<file path="src/rtl/mult_pkg.sv">
// Shared types for the sequential Booth multiplier: FSM states, Booth op codes,
// default operand width and the op decoder.
package mult_pkg;

  localparam int MULT_N = 8;

  typedef enum logic [1:0] {
    IDLE = 2'd0,
    RUN  = 2'd1,
    DONE = 2'd2
  } state_e;

  typedef enum logic [1:0] {
    OP_NOP = 2'd0,
    OP_ADD = 2'd1,
    OP_SUB = 2'd2
  } booth_op_e;

  // Radix-2 Booth recoding of {Q[0], q_m1}.
  function automatic booth_op_e decode_op(input logic [1:0] bits);
    booth_op_e op;
    case (bits)
      2'b01:   op = OP_ADD;
      2'b10:   op = OP_SUB;
      default: op = OP_NOP;
    endcase
    return op;
  endfunction

endpackage

</file>
<file path="src/rtl/booth_datapath.sv">
// Booth accumulator/shift datapath: A/Qr/q_m1/Mr registers, add/sub/pass select
// and the arithmetic right shift of {A, Qr, q_m1}.
module booth_datapath
  import mult_pkg::*;
#(
  parameter int N = MULT_N
) (
  input  logic            clk,
  input  logic            rst_n,
  input  logic            load_i,
  input  logic            step_i,
  input  booth_op_e       op_i,
  input  logic [N-1:0]    multiplicand_i,
  input  logic [N-1:0]    multiplier_i,
  output logic [1:0]      op_bits_o,
  output logic [2*N-1:0]  prod_next_o
);

  // A and Mr carry one extra bit so that subtracting M = -2^(N-1) cannot overflow.
  logic [N:0]   a_q, a_d, m_q, m_d;
  logic [N-1:0] q_q, q_d;
  logic         qm1_q, qm1_d;

  logic [N:0]   a_sum;
  logic [N:0]   a_sh;
  logic [N-1:0] q_sh;

  always_comb begin
    a_sum = a_q;
    case (op_i)
      OP_ADD:  a_sum = a_q + m_q;
      OP_SUB:  a_sum = a_q - m_q;
      default: a_sum = a_q;
    endcase
    a_sh = {a_sum[N], a_sum[N:1]};
    q_sh = {a_sum[0], q_q[N-1:1]};
  end

  always_comb begin
    a_d   = a_q;
    m_d   = m_q;
    q_d   = q_q;
    qm1_d = qm1_q;
    if (load_i) begin
      a_d   = '0;
      m_d   = {multiplicand_i[N-1], multiplicand_i};
      q_d   = multiplier_i;
      qm1_d = 1'b0;
    end else if (step_i) begin
      a_d   = a_sh;
      q_d   = q_sh;
      qm1_d = q_q[0];
    end
  end

  always_ff @(posedge clk or negedge rst_n) begin
    if (!rst_n) begin
      a_q   <= '0;
      m_q   <= '0;
      q_q   <= '0;
      qm1_q <= 1'b0;
    end else begin
      a_q   <= a_d;
      m_q   <= m_d;
      q_q   <= q_d;
      qm1_q <= qm1_d;
    end
  end

  assign op_bits_o   = {q_q[0], qm1_q};
  assign prod_next_o = {a_sh[N-1:0], q_sh};

endmodule

</file>
<file path="src/rtl/booth_mult_seq.sv">
// Sequential radix-2 Booth signed multiplier: start/ready/done controller and
// iteration counter driving booth_datapath; N iterations per product.
module booth_mult_seq
  import mult_pkg::*;
#(
  parameter int N = MULT_N
) (
  input  logic            clk,
  input  logic            rst_n,
  input  logic            start,
  input  logic [N-1:0]    multiplicand,
  input  logic [N-1:0]    multiplier,
  output logic            ready,
  output logic            busy,
  output logic            done,
  output logic [2*N-1:0]  product
);

  localparam int CW = $clog2(N + 1);

  state_e            state_q, state_d;
  logic [CW-1:0]     count_q, count_d;
  logic [2*N-1:0]    product_q, product_d;

  logic              load, step;
  booth_op_e         op;
  logic [1:0]        op_bits;
  logic [2*N-1:0]    prod_next;

  booth_datapath #(.N(N)) u_datapath (
    .clk            (clk),
    .rst_n          (rst_n),
    .load_i         (load),
    .step_i         (step),
    .op_i           (op),
    .multiplicand_i (multiplicand),
    .multiplier_i   (multiplier),
    .op_bits_o      (op_bits),
    .prod_next_o    (prod_next)
  );

  always_comb begin
    state_d   = state_q;
    count_d   = count_q;
    product_d = product_q;
    load      = 1'b0;
    step      = 1'b0;
    op        = OP_NOP;
    ready     = 1'b0;
    busy      = 1'b0;
    done      = 1'b0;
    case (state_q)
      IDLE: begin
        ready = 1'b1;
        if (start) begin
          load    = 1'b1;
          count_d = CW'(N);
          state_d = RUN;
        end
      end
      RUN: begin
        busy    = 1'b1;
        step    = 1'b1;
        op      = decode_op(op_bits);
        count_d = count_q - CW'(1);
        if (count_q == CW'(1)) begin
          product_d = prod_next;
          state_d   = DONE;
        end
      end
      DONE: begin
        ready = 1'b1;
        done  = 1'b1;
        // Back-to-back accept: reload straight from DONE without an IDLE bubble.
        if (start) begin
          load    = 1'b1;
          count_d = CW'(N);
          state_d = RUN;
        end else begin
          state_d = IDLE;
        end
      end
      default: begin
        state_d = IDLE;
      end
    endcase
  end

  always_ff @(posedge clk or negedge rst_n) begin
    if (!rst_n) begin
      state_q   <= IDLE;
      count_q   <= '0;
      product_q <= '0;
    end else begin
      state_q   <= state_d;
      count_q   <= count_d;
      product_q <= product_d;
    end
  end

  assign product = product_q;

endmodule

</file>
<file path="config.mk">
export PLATFORM = sky130hd
export DESIGN_NAME = booth_mult_seq
export DESIGN_NICKNAME = d
export VERILOG_FILES = /design/src/rtl/mult_pkg.sv /design/src/rtl/booth_datapath.sv /design/src/rtl/booth_mult_seq.sv
export SDC_FILE = /design/constraint.sdc
export NUM_CORES = 1
export LEC_CHECK = 0
export ABC_AREA = 1
export BUFFER_PORTS_ARGS = -buffer_cell sky130_fd_sc_hd__buf_4
export CAP_MARGIN = 10
export CORE_ASPECT_RATIO = 0.75
export CORE_MARGIN = 2
export CORE_UTILIZATION = 51
export DETAILED_ROUTE_END_ITERATION = 8
export PLACE_DENSITY = 0.72
export SYNTH_ARGS = -nofsm -noshare
export SYNTH_HDL_FRONTEND = slang
export SYNTH_SLANG_ARGS = --single-unit
</file>
<file path="constraint.sdc">
create_clock -name clk -period 4.1 [get_ports clk]
set_clock_uncertainty 0.2 [all_clocks]
set_input_delay 1.23 -clock clk [delete_from_list [all_inputs] [get_ports clk]]
set_output_delay 1.23 -clock clk [all_outputs]
set_load 0.02 [all_outputs]
</file>
==> flow_summary.yaml <==
finish:
  n_antenna_cell: 0
  design_area_um2: 3010
  regArea_um2: 1180
  nets: 380
  multiInputGateArea_um2: 1230
  fillers: 446
  drive_gt1_share_pct: 23.5
  area_growth_syn_to_layout_pct: 15.2
setup_path:
  path_buf_inv: 4
  arrival_ns: 3.40
  crit_top_cell: "nand2_1"
  worst-setup-path-type: "flip-flop to flip-flop"
  cp.required_ns: 4.14
  path_cells: "nor2_4, inv_2, nor3_1, ha_1, inv_1, a21oi_1, xnor2_1, inv_1, ha_1, nand2_2, inv_1, nand2_1, nand2_1, a21oi_1, nand2_1, nand3_1, nand2_1, nand2_1, nand2_1, nand2_1"
  crit_path_start_kind: "flip-flop"
  crit_family: "simple AND/OR/NAND/NOR gates"
  end_kind: "flip-flop"
  slowest_stage: "dfrtp_1"
  slowest_delay_ns: 0.42
  worstPathMaxFanout: 15
clock_tree:
  cts_hold_buf: 0
  cts_max_path_buffers: 2
  cts_made_buffers: 5
  clk_latency_ns: 0.31
  h-tree-depth: 2
  path_clk_slew_ns: 0.09
  cts_tree: "yes"
  post_cts_resized: 0
  cts-root-buf: "clkbuf_8"
  cts_setup_buffers: 0
  clock_sinks: 47
drt:
  drt_iter0_markers: 206
  dr.pass1.iters: 4
  vias: 2083
  viasPerCell: 5.09
  ant_nets: 0
  drc: 0
  routed_wl_um: 5390
  drt-wirelength-per-cell_um: 13.2
floorplanning:
  dieArea_um2: 5720
  die_h_um: 66.0
  ios: 38
  start_util_pct: 53.1
  core_um2: 4930
  die_w_um: 86.7
  rows: 22
logic_synthesis:
  synth-edff-count: 0
  syn-instance-count: 314
  avgSynthCellArea_um2: 8.33
  synth_warnings: 0
  ys_types: 37
  ys_async_sr_fraction_pct: 100
  syn_nets: 346
  yosysSeqAreaShare_pct: 45.0
  yosys_register_bits: 47
  synth_area_um2: 2620
  synthFlopType: "dfrtp_1"
flow_run:
  cap_violations: 0
timing:
  final.setup.worst_slack_ns: 0.746
  layout_min_cycle_time_ns: 3.35
  post-route-period-util_pct: 81.8
  fin_tns_setup_ns: 0
  drv_slew: 0
  hold-worst-slack_ns: 0.277
  final_hold_viol_count: 0
  fmax_mhz: 298
  setup_viol: 0
  rsz0062_at_grt: "false"
  slew_headroom_pct: 61.6
  worst_slew_pin_slew_ns: 0.576
place:
  hpwl_um: 4040
  place_area_um2: 2900
  place_worst_setup_slack_ns: 0.782
  port_buffers: 37
  gp_congestion: 0.907
grt:
  grt_max_degree: 48
  grt_pass1_vias: 1940
  grt_antenna_before_repair: 0
  grt_pass1_wl_um: 9230
  grt.total_usage_pct: 21.0
  overflow: 0
run_status:
  status: "finished, final reports clean"
hold_path:
  hp-class: "flip-flop to flip-flop"
[cells in the final DEF, fill, tap and decap left out, drive strengths merged, types with 3 or more instances in the layout]
cell,netlist,final
nand2,111,111
dfrtp,47,47
inv,37,38
buf,8,37
o21ai,27,27
nand3,19,19
ha,12,12
nor2,12,12
a21oi,10,10
o221ai,6,6
clkbuf,2,5
xnor2,4,4
nor3,3,3
xor2,3,3
o22ai,3,3
or2,3,3
[sequential cells by signal (all words and copies together), names as in the netlist]
signal            cells
state_q               2
count_q               4
product              16
u_datapath.q_q        8
u_datapath.m_q        8
u_datapath.a_q        8
u_datapath.qm1_q      1
[stage by stage]
step,util (%),cells
after floorplan,-,314
after global placement,58.8,401
after detailed placement,58.8,401
after CTS,61.1,409
after global routing,61.1,409
final,61.1,409
[cell usage after synthesis (2+ instances only)]
cell       n  area share (%)
a21oi_1    9             1.7
buf_2      4            0.77
buf_4      2            0.57
clkbuf_2   2            0.38
dfrtp_1   47              45
ha_1      12             5.7
inv_1     30             4.3
inv_2      6            0.86
nand2_1   99              14
nand2_2   12             2.9
nand3_1   17             3.3
nand3_2    2            0.77
nor2_1     7             1.0
nor2_2     3            0.72
nor3_1     3            0.57
o21ai_0   16             3.1
o21ai_1    4            0.77
o21ai_2    7             2.3
o221ai_1   6             2.0
o22ai_1    3            0.72
or2_2      2            0.48
xnor2_1    4             1.3
xor2_1     3             1.0
[logic make-up after synthesis]
family / count (synthesis) / synth area share (%)
DFF: 47 / 45.0
buffers and inverters: 47 / 8.13
xor gates and xnor gates: 7 / 2.34
AOI/OAI and AO/OA: 51 / 12.5
and+or+nand+nor: 149 / 25.6
adders and majority gates: 13 / 6.51
[worst min-delay path, cell delays in order (launching register included)]
cell and delay [ns]:
dfrtp_1 0.35, nand2_1 0.05, nand2_1 0.04
[metal layers]
layer / wire (um) / GRT usage [%] / up-vias
met5: 0 / 0 / -
met4: 47 / 5.47 / 0
li1: - / - / 1074
met1: 2840 / 31.5 / 946
met2: 2200 / 31.3 / 56
met3: 305 / 4.12 / 7
[path summary, 6_finish.rpt]
kind,cells after the start,startpoint,endpoint,slack (ns)
min,2,product[7]$_DFFE_PN0P_,product[7]$_DFFE_PN0P_,0.28
min reg2reg,2,product[7]$_DFFE_PN0P_,product[7]$_DFFE_PN0P_,0.28
max reg2reg,20,state_q[1]$_DFFE_PN0P_,u_datapath.a_q[7]$_DFFE_PN0P_,0.75
min in group asynchronous,1,rst_n,product[6]$_DFFE_PN0P_,0.71
max in group asynchronous,1,rst_n,u_datapath.a_q[6]$_DFFE_PN0P_,2.58
max,20,state_q[1]$_DFFE_PN0P_,u_datapath.a_q[7]$_DFFE_PN0P_,0.75
[final cells by class]
cell class / count / area share, %
Multi-Input combinational cell: 220 / 40.7
Clock inverter: 3 / 1.54
Sequential cell: 47 / 39.1
Inverter: 37 / 4.69
Tap cell: 60 / 2.49
Clock buffer: 5 / 2.29
Timing Repair Buffer: 37 / 9.22
Power is not shown: default switching activity piles up to over one toggle a cycle in this logic, so the estimate is an artifact.
